### src/rtl/hs_tx_gen_if.sv
`default_nettype none
// ============================================================================
// Module      : hs_tx_gen_if
// Description : Valid/ready link carrying DATA_W-bit words. The master
//               drives data/valid and the slave drives ready.
// Revision    : 1.0 - initial release
// ============================================================================
interface hs_tx_gen_if #(
   parameter int DATA_W = 32
);
   logic [DATA_W-1:0] data;
   logic              valid;
   logic              ready;

   modport master (output data, output valid, input ready);
   modport slave  (input data, input valid, output ready);
endinterface
`default_nettype wire

### src/rtl/hs_tx_gen.sv
`default_nettype none
// ============================================================================
// Module      : hs_tx_gen
// Description : Valid/ready burst source. A start request in IDLE launches
//               num_beats words beginning at seed. Each word is held until
//               it is accepted. GAP idle cycles may follow every beat except
//               the last. done pulses once after the final handshake.
//               Optional macro HS_TX_LFSR_EN switches the word sequence from
//               increment to a 32-bit Galois LFSR (taps 0x80200003). That
//               build requires DATA_W = 32.
// Revision    : 1.0 - initial release
// ============================================================================
module hs_tx_gen #(
   parameter int DATA_W = 32,
   parameter int CNT_W  = 16,
   parameter int GAP    = 0
) (
   input  wire logic              clk,
   input  wire logic              rst_n,
   input  wire logic              start,
   input  wire logic [CNT_W-1:0]  num_beats,
   input  wire logic [DATA_W-1:0] seed,
   hs_tx_gen_if.master            tx,
   output logic                   busy,
   output logic                   done,
   output logic [CNT_W-1:0]       beat_cnt
);

   // The gap counter holds GAP-1 down to 0. It keeps at least one bit so
   // that the declaration stays legal when GAP is 0 or 1.
   localparam int                GAP_CW   = (GAP > 1) ? $clog2(GAP) : 1;
   localparam logic [GAP_CW-1:0] GAP_LOAD = GAP_CW'((GAP > 0) ? GAP - 1 : 0);

   typedef enum logic [1:0] {
      S_IDLE = 2'd0,
      S_SEND = 2'd1,
      S_GAP  = 2'd2,
      S_FIN  = 2'd3
   } state_t;

   state_t            state_q, state_d;
   logic [DATA_W-1:0] data_q,  data_d;
   logic              valid_q, valid_d;
   logic              busy_q,  busy_d;
   logic              done_q,  done_d;
   logic [CNT_W-1:0]  cnt_q,   cnt_d;
   logic [CNT_W-1:0]  num_q,   num_d;
   logic [GAP_CW-1:0] gap_q,   gap_d;

`ifdef HS_TX_LFSR_EN
   function automatic logic [DATA_W-1:0] next_word(input logic [DATA_W-1:0] d);
      next_word = (d >> 1) ^ (d[0] ? DATA_W'(32'h8020_0003) : '0);
   endfunction

   // An all-zero LFSR state would lock up, so a zero seed is replaced.
   function automatic logic [DATA_W-1:0] first_word(input logic [DATA_W-1:0] s);
      first_word = (s == '0) ? DATA_W'(1) : s;
   endfunction
`else
   function automatic logic [DATA_W-1:0] next_word(input logic [DATA_W-1:0] d);
      next_word = d + DATA_W'(1);
   endfunction

   function automatic logic [DATA_W-1:0] first_word(input logic [DATA_W-1:0] s);
      first_word = s;
   endfunction
`endif

   // Next-state logic. All outputs are registered, so valid never depends
   // combinationally on ready.
   always_comb begin
      state_d = state_q;
      data_d  = data_q;
      valid_d = valid_q;
      busy_d  = busy_q;
      done_d  = 1'b0;
      cnt_d   = cnt_q;
      num_d   = num_q;
      gap_d   = gap_q;
      case (state_q)
         S_IDLE: begin
            if (start && (num_beats != '0)) begin
               num_d   = num_beats;
               data_d  = first_word(seed);
               valid_d = 1'b1;
               busy_d  = 1'b1;
               cnt_d   = '0;
               state_d = S_SEND;
            end
         end
         S_SEND: begin
            if (valid_q && tx.ready) begin
               cnt_d = cnt_q + CNT_W'(1);
               if (cnt_d == num_q) begin
                  valid_d = 1'b0;
                  done_d  = 1'b1;
                  state_d = S_FIN;
               end else if (GAP == 0) begin
                  data_d = next_word(data_q);
               end else begin
                  valid_d = 1'b0;
                  data_d  = next_word(data_q);
                  gap_d   = GAP_LOAD;
                  state_d = S_GAP;
               end
            end
         end
         S_GAP: begin
            if (gap_q == '0) begin
               valid_d = 1'b1;
               state_d = S_SEND;
            end else begin
               gap_d = gap_q - GAP_CW'(1);
            end
         end
         S_FIN: begin
            busy_d  = 1'b0;
            state_d = S_IDLE;
         end
         default: begin
            state_d = S_IDLE;
         end
      endcase
   end

   // State register. Reset abandons any burst in progress without done.
   always_ff @(posedge clk) begin
      if (!rst_n) begin
         state_q <= S_IDLE;
         data_q  <= '0;
         valid_q <= 1'b0;
         busy_q  <= 1'b0;
         done_q  <= 1'b0;
         cnt_q   <= '0;
         num_q   <= '0;
         gap_q   <= '0;
      end else begin
         state_q <= state_d;
         data_q  <= data_d;
         valid_q <= valid_d;
         busy_q  <= busy_d;
         done_q  <= done_d;
         cnt_q   <= cnt_d;
         num_q   <= num_d;
         gap_q   <= gap_d;
      end
   end

   assign tx.data  = data_q;
   assign tx.valid = valid_q;
   assign busy     = busy_q;
   assign done     = done_q;
   assign beat_cnt = cnt_q;

endmodule
`default_nettype wire

### src/flat_wrapper.sv
// flat-port wrapper written by rule: the top's interface ports become plain ports
module hs_tx_gen_flat 
#(
   parameter int DATA_W = 32,
   parameter int CNT_W  = 16,
   parameter int GAP    = 0
)
  (clk, rst_n, start, num_beats, seed, busy, done, beat_cnt, tx_data, tx_valid, tx_ready);
  hs_tx_gen_if #(.DATA_W(DATA_W)) tx_i ();
  input  wire logic clk;
  input  wire logic rst_n;
  input  wire logic start;
  input  wire logic [CNT_W-1:0] num_beats;
  input  wire logic [DATA_W-1:0] seed;
  output logic busy;
  output logic done;
  output logic [CNT_W-1:0] beat_cnt;
  output wire logic [$bits(tx_i.data)-1:0] tx_data;
  output wire logic [$bits(tx_i.valid)-1:0] tx_valid;
  input wire logic [$bits(tx_i.ready)-1:0] tx_ready;
  assign tx_data = tx_i.data;
  assign tx_valid = tx_i.valid;
  assign tx_i.ready = tx_ready;
  hs_tx_gen #(.DATA_W(DATA_W), .CNT_W(CNT_W), .GAP(GAP)) u_core (.clk(clk), .rst_n(rst_n), .start(start), .num_beats(num_beats), .seed(seed), .tx(tx_i), .busy(busy), .done(done), .beat_cnt(beat_cnt));
endmodule
### config.mk
export PLATFORM = sky130hd
export DESIGN_NAME = hs_tx_gen_flat
export DESIGN_NICKNAME = d
export VERILOG_FILES = /design/src/rtl/hs_tx_gen_if.sv /design/src/rtl/hs_tx_gen.sv /design/src/flat_wrapper.sv
export SDC_FILE = /design/constraint.sdc
export NUM_CORES = 1
export LEC_CHECK = 0
export BUFFER_PORTS_ARGS = -buffer_cell sky130_fd_sc_hd__buf_2
export CORE_MARGIN = 2
export CORE_UTILIZATION = 40
export DETAILED_ROUTE_END_ITERATION = 12
export PLACE_DENSITY = 0.6
export SETUP_SLACK_MARGIN = 0.2
export SYNTH_ARGS = -nofsm -noshare
export SYNTH_HDL_FRONTEND = slang
export SYNTH_SLANG_ARGS = --single-unit
### constraint.sdc
create_clock -name clk -period 3.4 [get_ports clk]
set_input_delay 0.68 -clock clk [delete_from_list [all_inputs] [get_ports clk]]
set_output_delay 0.68 -clock clk [all_outputs]
set_load 0.03 [all_outputs]
==> metrics.yaml, run 1 <==
run_status: "finished clean"
preCtsSetupSlack_ns: 0.268
n_antenna_cell: 0
r2r-end: "u_core.tx.data[15]"
reg2reg_depth: 10
dp_cells: 738
antenna_found_initial: 0
post_cts_resized: 0
wl_um: 12300
wire_per_inst_um: 16.3
clockBufferDepth: 2
grt.overflow.total: 0
fmax_mhz: 326
yosys_most_used_dff: "dfxtp_1"
cp-startpoint: "u_core.beat_cnt[0]"
switching_share_pct: 31.3
cts.htree.levels: 3
min_period_ns: 3.06
synth_cell_types: 57
setup_viol: 0
seq_area_frac_synth_pct: 34.0
synth_top_area_cell: "dfxtp_1"
ir_worst_vdd_mv: 0.222
worstSetupPathType: "register to register"
portBuffers: 102
synth.yosys.warnings: 0
final-hold-violation-count: 0
clock-sinks: 69
crit_end: "u_core.tx.data[15]"
tightest_slew_ns: 0.725
internal-power_mw: 1.33
die_y_um: 105
synth_edf_count: 0
cts_tree: "yes"
crit_required_ns: 3.64
power.density_mw_per_mm2: 394
power_frac_clock_pct: 34.7
core.rowCount: 36
grt_pass1_wl_um: 19800
final_nets: 671
async_reset_ff_share_pct: 0
firstDrtPassIters: 5
slowest_stage: "or4_4"
rsz0062_at_grt: "yes"
cts-root-buf: "clkbuf_8"
synth_nets: 586
p_comb_share_pct: 18.9
syn_avg_cell_area_um2: 7.64
clock_latency_ns: 0.35
path_cells: "ha_2, nand4_1, or4_4, o32ai_1, a221oi_1, or3_4, o21ai_4, buf_12, a21oi_1, o221a_2"
cts_setup_buffers: 0
route.detailed.drc: 0
synth_cells: 532
synth_top_area_share_pct: 34.0
hold_buffers: 0
path_clk_slew_ns: 0.08
grt_start_max_net_pins: 67
fillers: 1030
seqPwrFrac_pct: 46.4
cp_max_fo: 31
post-dp-hpwl_um: 8410
worst_setup_path_end_kind: "register"
dr_total_vias: 4383
yosys-top-cells-count: "dfxtp_1 (69), nor2_1 (68), a21oi_1 (60)"
drt_iter0_markers: 179
setup-tns-final_ns: 0
yosysMostFrequentCell: "dfxtp_1"
fin_crit_sh_pct: 90.1
synth-seq-cells: 69
layout_setup_ws_ns: 0.335
grt_pass1_vias: 4091
final_core_util_pct: 50.1
maxCapViolCount: 0
die_x_um: 105
syn_to_final_growth_pct: 21.0
coreArea_mm2: 0.00982
finalWeightedCongestion: 0.873
power_switching_mw: 0.606
grt_usage_pct: 21.8
netlist_top_cells_area: "dfxtp_1 (34%), a21oi_1 (7.4%), nor2_1 (6.3%)"
syn_area_mm2: 0.00407
die-area_mm2: 0.0110
layout.cells.non_filler: 755
cts_inserted_buffers: 9
antenna_left: 0
slowest_delay_ns: 0.60
p_leak_nw: 2.02
pin_count: 103
worstPathArrival_ns: 3.31
multi_input_comb_area_mm2: 0.00252
drive_above_1_share_pct: 24.3
ff2ff_setup_slack_ns: 0.34
r2r_start: "u_core.beat_cnt[0]"
min_path_type: "register to register"
relSlewSlack_pct: 51.4
viasPerCell: 5.81
crit_path_start_kind: "register"
seq_area_mm2: 0.00138
skew_ns: 0.0146
start_util_pct: 41.4
slew_viol_final: 0
-- registers in the layout, summed over array words and instances, names as in the netlist --
| register | cells |
|---|---|
| u_core.beat_cnt | 16 |
| u_core.tx.valid | 1 |
| u_core.tx.data | 32 |
| u_core.done | 1 |
| u_core.num_q | 16 |
| u_core.busy | 1 |
| u_core.state_q | 2 |
-- worst min-delay path by stage --
| stage | startpoint | end | cells after the start |
|---|---|---|---|
| after floorplan | u_core.state_q[1] | u_core.state_q[0] | 1 |
| after global placement | u_core.tx.data[22] | u_core.tx.data[22] | 2 |
| after detailed placement | u_core.busy | u_core.busy | 2 |
| after CTS | u_core.busy | u_core.busy | 2 |
| after global routing | u_core.tx.data[22] | u_core.tx.data[22] | 2 |
| final | u_core.busy | u_core.busy | 2 |
-- layout by cell type, fill, tap and decap left out, types with 13 or more instances in the layout --
| master | netlist | routed |
|---|---|---|
| nand3_1 | 21 | 21 |
| dfxtp_1 | 69 | 69 |
| xnor2_1 | 15 | 15 |
| clkbuf_8 | 0 | 13 |
| a21oi_1 | 60 | 60 |
| nand2_1 | 57 | 57 |
| nor3_1 | 17 | 17 |
| buf_2 | 6 | 102 |
| mux2i_1 | 17 | 17 |
| o21ai_0 | 16 | 16 |
| nor2_1 | 68 | 68 |
-- worst max-delay path, delay by kind of cell (launching register included) --
kind                       cells  cell delay (ns)
adders and majority gates      1             0.28
buffers and inverters          1             0.22
DFF                            1             0.45
AOI/OAI and AO/OA              5             0.77
and+or+nand+nor                3             1.23
-- metrics by stage --
stage	total power [mW]	area [um^2]	hold slack, ns
after floorplan	1.16	4070	0.451
after global placement	1.27	4680	0.476
after detailed placement	1.27	4680	0.486
after CTS	1.94	4870	0.499
after global routing	2.03	4920	0.523
final	1.94	4920	0.497
-- power by group through the flow --
stage | Sequential (mW) | Combinational, mW | Clock [mW]
after floorplan | 0.960 | 0.196 | 0
after global placement | 0.914 | 0.352 | 0
after detailed placement | 0.917 | 0.357 | 0
after CTS | 0.898 | 0.358 | 0.684
after global routing | 0.906 | 0.400 | 0.726
final | 0.899 | 0.366 | 0.672
-- cell type report --
cell class	count	area share (%)
multi-input cells	418	51.2
flip-flops and latches	69	28.1
repair buffers	116	13.1
clock buffers	13	3.64
well taps	133	3.38
clock inverters	3	0.356
inverters	3	0.229
-- layer usage --
layer  wire length, um  GRT usage (%)  vias to the layer above
met3               778           4.12                       21
met1              5380           28.2                     2043
met5                 0              0                        -
met2              5880           36.2                      173
li1                  -              -                     2146
met4               240           7.81                        0
-- logic make-up (layout without fill, tap and decap cells) --
| kind of cell | after synthesis | in the layout | synth area share (%) |
|---|---|---|---|
| buf+inv | 45 | 135 | 4.71 |
| flops | 69 | 69 | 34.0 |
| compound gates | 153 | 153 | 24.7 |
| mux | 19 | 19 | 4.74 |
| simple gates | 222 | 222 | 26.5 |
| fa+ha+maj | 2 | 2 | 0.615 |
| xor+xnor | 22 | 22 | 4.74 |
No activity file was read; power rests on OpenSTA's default activity.
==> run 2, diff against run 1 <==
--- a/config.mk
+++ b/config.mk
@@ -9,6 +9,7 @@
 export CORE_MARGIN = 2
 export CORE_UTILIZATION = 40
 export DETAILED_ROUTE_END_ITERATION = 12
+export MAX_ROUTING_LAYER = met4
 export PLACE_DENSITY = 0.6
 export SETUP_SLACK_MARGIN = 0.2
 export SYNTH_ARGS = -nofsm -noshare
==> run 2 against run 1 <==
Compared with the run above:
- critical path type unchanged
- die area unchanged
- worst setup slack better by 0.0036 ns
- critical endpoint unchanged
- sequential power about the same
- clock skew about the same
==> metrics.yaml, run 2 (synthesis gave the netlist of run 1 again) <==
pin_count: 103  # unchanged
grt.overflow.total: 0  # unchanged
path_cells: "ha_2, nand4_1, or4_4, o32ai_1, a221oi_1, or3_4, o21ai_4, buf_12, a21oi_1, o221a_2"
cts.htree.levels: 3  # unchanged
firstDrtPassIters: 5  # unchanged
grt_busiest_layer: "met2"
preCtsSetupSlack_ns: 0.268  # unchanged
hold_buffers: 0  # unchanged
viasPerCell: 5.76  # -0.84%
final-hold-violation-count: 0  # unchanged
antenna_found_initial: 0  # unchanged
cp_max_fo: 31  # unchanged
finalWeightedCongestion: 0.888  # +1.6%
antenna_left: 0  # unchanged
critPathTopFamily: "simple AND/OR/NAND/NOR gates"
n_antenna_cell: 0  # unchanged
fmax_mhz: 327  # +0.12%
slowest_stage: "or4_4"
slowest_delay_ns: 0.60  # about the same
cts_inserted_buffers: 9  # unchanged
min_path_type: "register to register"
setup_viol: 0  # unchanged
drt_iter0_markers: 224  # +25%
ir_worst_vdd_mv: 0.221  # -0.55%
worstSetupPathType: "register to register"
drive_above_1_share_pct: 24.3  # unchanged
cts-root-buf: "clkbuf_8"
portBuffers: 102  # unchanged
tightest_slew_ns: 0.730  # +0.00463 ns
run_status: "finished clean"
largest_reg_flops: 32  # unchanged
die_y_um: 105  # unchanged
dr_total_vias: 4346  # -0.84%
power.density_mw_per_mm2: 393  # -0.10%
layout_setup_ws_ns: 0.339  # +0.00362 ns
cts_tree: "yes"
post_cts_resized: 0  # unchanged
dpl_cell_area_mm2: 0.00468  # unchanged
route.detailed.drc: 0  # unchanged
met1_usage_pct: 28.1  # -0.077 points
met3_usage_pct: 4.43  # +0.31 points
fin_crit_sh_pct: 90.0  # -0.11 points
maxCapViolCount: 0  # unchanged
design_area_mm2: 0.00492  # unchanged
final_common_cell: "buf_2"
path_buf_inv: 1  # unchanged
grt_usage_pct: 22.5  # +0.66 points
min_period_ns: 3.06  # -0.00362 ns
fin_hold_ws_ns: 0.498  # +0.000962 ns
core.rowCount: 36  # unchanged
start_util_pct: 41.4  # unchanged
path_clk_slew_ns: 0.08  # about the same
grt_pass1_vias: 4087  # -0.098%
ff2ff_setup_slack_ns: 0.34  # about the same
clockBufferDepth: 2  # unchanged
worstPathArrival_ns: 3.30  # about the same
crit_path_start_kind: "register"
clock_latency_ns: 0.35  # about the same
post-dp-hpwl_um: 8410  # unchanged
rsz0062_at_grt: "yes"
skew_ns: 0.0148  # +0.000246 ns
crit_required_ns: 3.64  # about the same
coreArea_mm2: 0.00982  # unchanged
relSlewSlack_pct: 51.1  # -0.31 points
cts_setup_buffers: 0  # unchanged
wl_um: 12200  # -0.29%
p_leak_nw: 2.02  # unchanged
final_nets: 671  # unchanged
wire_per_inst_um: 16.2  # -0.29%
fillers: 1030  # unchanged
slew_viol_final: 0  # unchanged
worst_setup_path_end_kind: "register"
final_cell_mix: "buf_2 (102), dfxtp_1 (69), nor2_1 (68)"
setup-tns-final_ns: 0  # unchanged
grt_pass1_wl_um: 19800  # unchanged
met2_usage_pct: 36.4  # +0.14 points
final_core_util_pct: 50.1  # unchanged
syn_to_final_growth_pct: 21.0  # unchanged
die-area_mm2: 0.0110  # unchanged
grt_start_max_net_pins: 67  # unchanged
clock-sinks: 69  # unchanged
die_x_um: 105  # unchanged
==> run 2: area by class of cell <==
class	instances	area [um^2]	area share [%]
well taps	133	166	3.38
inverters	3	11.3	0.229
clock buffers	13	179	3.64
flip-flops and latches	69	1380	28.1
multi-input cells	418	2520	51.2
clock inverters	3	17.5	0.356
repair buffers	116	646	13.1
==> run 2: report_power, final <==
part           internal, mW  switching, mW  total (mW)
registers             0.850         0.0492       0.899
clock network         0.343          0.327       0.670
logic                 0.138          0.228       0.366
==> run 2: worst register-to-register path, delay by kind of cell, from the launching register on <==
family,cells,cell delay (ns)
flops,1,0.45
buf+inv,1,0.23
fa+ha+maj,1,0.28
compound gates,5,0.78
simple gates,3,1.24
==> run 2: layer usage <==
layer / vias up / wire (um)
met5: - / 0
met4: 0 / 216
met3: 16 / 679
met2: 152 / 5960
met1: 2036 / 5380
li1: 2142 / -
==> run 2: final timing paths <==
path                      startpoint  depth (start not counted)                  to
setup reg to reg  u_core.beat_cnt[0]                         10  u_core.tx.data[15]
hold reg to reg          u_core.busy                          2         u_core.busy
hold / removal           u_core.busy                          2         u_core.busy
setup / recovery  u_core.beat_cnt[0]                         10  u_core.tx.data[15]
==> run 2: metrics by stage <==
step           total power, mW  cells
2_1_floorplan             1.16    532
3_3_place_gp              1.27    738
4_1_cts                   1.94    754
5_1_grt                   2.03    755
6_report                  1.93    755
3_5_place_dp              1.27    738
==> run 3, diff against run 2 <==
--- a/config.mk
+++ b/config.mk
@@ -5,12 +5,13 @@
 export SDC_FILE = /design/constraint.sdc
 export NUM_CORES = 1
 export LEC_CHECK = 0
+export ABC_AREA = 1
 export BUFFER_PORTS_ARGS = -buffer_cell sky130_fd_sc_hd__buf_2
 export CORE_MARGIN = 2
 export CORE_UTILIZATION = 40
 export DETAILED_ROUTE_END_ITERATION = 12
 export MAX_ROUTING_LAYER = met4
-export PLACE_DENSITY = 0.6
+export PLACE_DENSITY = 0.59
 export SETUP_SLACK_MARGIN = 0.2
 export SYNTH_ARGS = -nofsm -noshare
 export SYNTH_HDL_FRONTEND = slang
==> run 3 against run 2 <==
Compared with the run above:
- register-to-register slack improved by 0.29 ns
- flip-flop and latch count is the same
- count of clock-buffer cells in the layout increased by 2
- clock power is 39% higher
- largest power group unchanged
- critical endpoint is now u_core.tx.data[27]
==> metrics.yaml, run 3 <==
firstDrtPassIters: 5  # unchanged
cts.htree.levels: 3  # unchanged
grt_pass1_wl_um: 23100  # +17%
synth_cell_types: 40  # -30%
slew_viol_final: 0  # unchanged
seqPwrFrac_pct: 39.8  # -6.7 points
core.rowCount: 39  # +8.3%
grt_start_max_net_pins: 53  # -21%
n_antenna_cell: 0  # unchanged
design_area_mm2: 0.00549  # +12%
power.density_mw_per_mm2: 434  # +10%
switching_share_pct: 31.6  # +0.33 points
portBuffers: 102  # unchanged
coreArea_mm2: 0.0113  # +15%
final_common_cell: "nand2_1"
worst_setup_path_end_kind: "register"
ir_worst_vdd_mv: 0.276  # +25%
run_status: "finished clean"
antenna_left: 0  # unchanged
crit_required_ns: 3.62  # -0.02 ns
drt_iter0_markers: 342  # +53%
tightest_slew_ns: 0.660  # -0.0695 ns
rsz0062_at_grt: "no"
post_cts_resized: 0  # unchanged
clock-sinks: 69  # unchanged
synth_cells: 746  # +40%
dpl_cell_area_mm2: 0.00519  # +11%
async_reset_ff_share_pct: 0  # unchanged
synth.yosys.warnings: 0  # unchanged
min_period_ns: 2.77  # -0.292 ns
final_cell_mix: "nand2_1 (219), nor2_1 (103), buf_2 (102)"
yosys_most_used_dff: "dfxtp_1"
setup_viol: 0  # unchanged
die_x_um: 111  # +6.1%
skew_ns: 0.00410  # -0.0107 ns
die-area_mm2: 0.0124  # +13%
power_frac_clock_pct: 39.1  # +4.5 points
synth_edf_count: 0  # unchanged
post-dp-hpwl_um: 10300  # +23%
maxCapViolCount: 0  # unchanged
cts-root-buf: "clkbuf_16"
wire_per_inst_um: 14.2  # -12%
internal-power_mw: 1.63  # +23%
cts_inserted_buffers: 9  # unchanged
fmax_mhz: 361  # +11%
die_y_um: 111  # +6.1%
drive_above_1_share_pct: 17.2  # -7.1 points
synth_top_area_share_pct: 30.1  # -3.9 points
synth-seq-cells: 69  # unchanged
hold_buffers: 0  # unchanged
grt_usage_pct: 23.6  # +1.1 points
min_path_type: "register to register"
final_nets: 892  # +33%
synth_nets: 800  # +37%
yosysMostFrequentCell: "nand2_1"
p_leak_nw: 2.59  # +28%
cts_setup_buffers: 0  # unchanged
setup-tns-final_ns: 0  # unchanged
grt.overflow.total: 0  # unchanged
relSlewSlack_pct: 55.8  # +4.7 points
grt_pass1_vias: 4706  # +15%
multi_input_comb_area_mm2: 0.00278  # +10%
p_comb_share_pct: 21.2  # +2.3 points
dr_total_vias: 5109  # +18%
finalPower_mw: 2.38  # +23%
start_util_pct: 40.6  # -0.82 points
fillers: 1217  # +18%
pin_count: 103  # unchanged
antenna_found_initial: 0  # unchanged
syn_avg_cell_area_um2: 6.16  # -19%
yosys-top-cells-count: "nand2_1 (219), nor2_1 (103), inv_1 (72)"
crit_path_start_kind: "register"
power_switching_mw: 0.752  # +24%
route.detailed.drc: 0  # unchanged
preCtsSetupSlack_ns: 0.632  # +0.364 ns
largest_reg_flops: 32  # unchanged
fin_crit_sh_pct: 81.4  # -8.6 points
seq_area_mm2: 0.00138  # unchanged
cp_max_fo: 36  # +16%
final-hold-violation-count: 0  # unchanged
finalWeightedCongestion: 0.891  # +0.41%
synth_top_area_cell: "dfxtp_1"
clockBufferDepth: 2  # unchanged
viasPerCell: 5.19  # -9.9%
wl_um: 14000  # +14%
syn_to_final_growth_pct: 19.4
seq_area_frac_synth_pct: 30.1  # -3.9 points
syn_area_mm2: 0.00459  # +13%
ff2ff_setup_slack_ns: 0.63  # +0.29 ns
netlist_top_cells_area: "dfxtp_1 (30%), nand2_1 (18%), nor2_1 (8.4%)"
clock_latency_ns: 0.33  # -0.02 ns
worstPathArrival_ns: 2.99  # -0.31 ns
worstSetupPathType: "register to register"
cts_tree: "yes"
path_clk_slew_ns: 0.05  # -0.03 ns
layout_setup_ws_ns: 0.631  # +0.292 ns
## run 3: cell types whose count changed after synthesis, moves of 14 or more
cell,change
inv_1,+70
nand2_1,+162
nor2_1,+35
o21ai_0,+14
nand3_1,+26
xor2_1,+18
## run 3: cell families after synthesis
logic type      count (synthesis)  share of synthesized area (%)
simple gates                  440                           41.7
mux                             5                           1.09
flops                          69                           30.1
xor+xnor                       28                           5.64
buf+inv                       104                           9.42
compound gates                 98                           11.5
fa+ha+maj                       2                          0.545
## run 3: worst paths after layout
| check | start | to | depth (start not counted) |
|---|---|---|---|
| max | u_core.beat_cnt[0] | u_core.tx.data[27] | 14 |
| min | u_core.num_q[0] | u_core.num_q[0] | 2 |
| max reg2reg | u_core.beat_cnt[0] | u_core.tx.data[27] | 14 |
| min reg2reg | u_core.num_q[0] | u_core.num_q[0] | 2 |
## run 3: critical path: stages, from the launching register on
cell,delay (ns)
dfxtp_1,0.48
ha_1,0.30
nand3_1,0.17
nor2_1,0.25
nand4_1,0.17
nand2_1,0.12
nand2_1,0.05
nand2_1,0.07
nand2_1,0.07
nor2_1,0.14
nand3_2,0.10
nand2_2,0.51
nand2_1,0.11
nand2_1,0.09
nor2_1,0.04
## run 3: power by group through the flow
stage               registers (mW)  logic [mW]  clock network (mW)
floorplan                     1.03       0.281                   0
global placement             0.961       0.497                   0
detailed placement           0.963       0.503                   0
CTS                          0.946       0.506               0.951
global route                 0.957       0.567               0.982
finish                       0.947       0.504               0.931
## run 3: per-stage QoR
stage | cells | hold slack (ns) | utilization (%)
finish | 985 | 0.470 | 48.5
global route | 985 | 0.495 | 48.5
CTS | 985 | 0.470 | 48.5
detailed placement | 970 | 0.461 | 45.8
global placement | 970 | 0.447 | 45.8
floorplan | 746 | 0.435 | -
## run 3: metal layers
layer  track usage [%]  wire length (um)  up-vias
li1                  -                 -     2597
met1              33.9              6830     2328
met2              33.9              5990      173
met3              4.05               991       11
met4              6.91               177        0
met5                 -                 0        -
## run 3: area by class of cell
class / count / share of cell area [%]
well taps: 143 / 3.26
multi-input cells: 573 / 50.7
flip-flops and latches: 69 / 25.2
inverters: 76 / 5.20
clock buffers: 15 / 5.43
repair buffers: 109 / 10.3
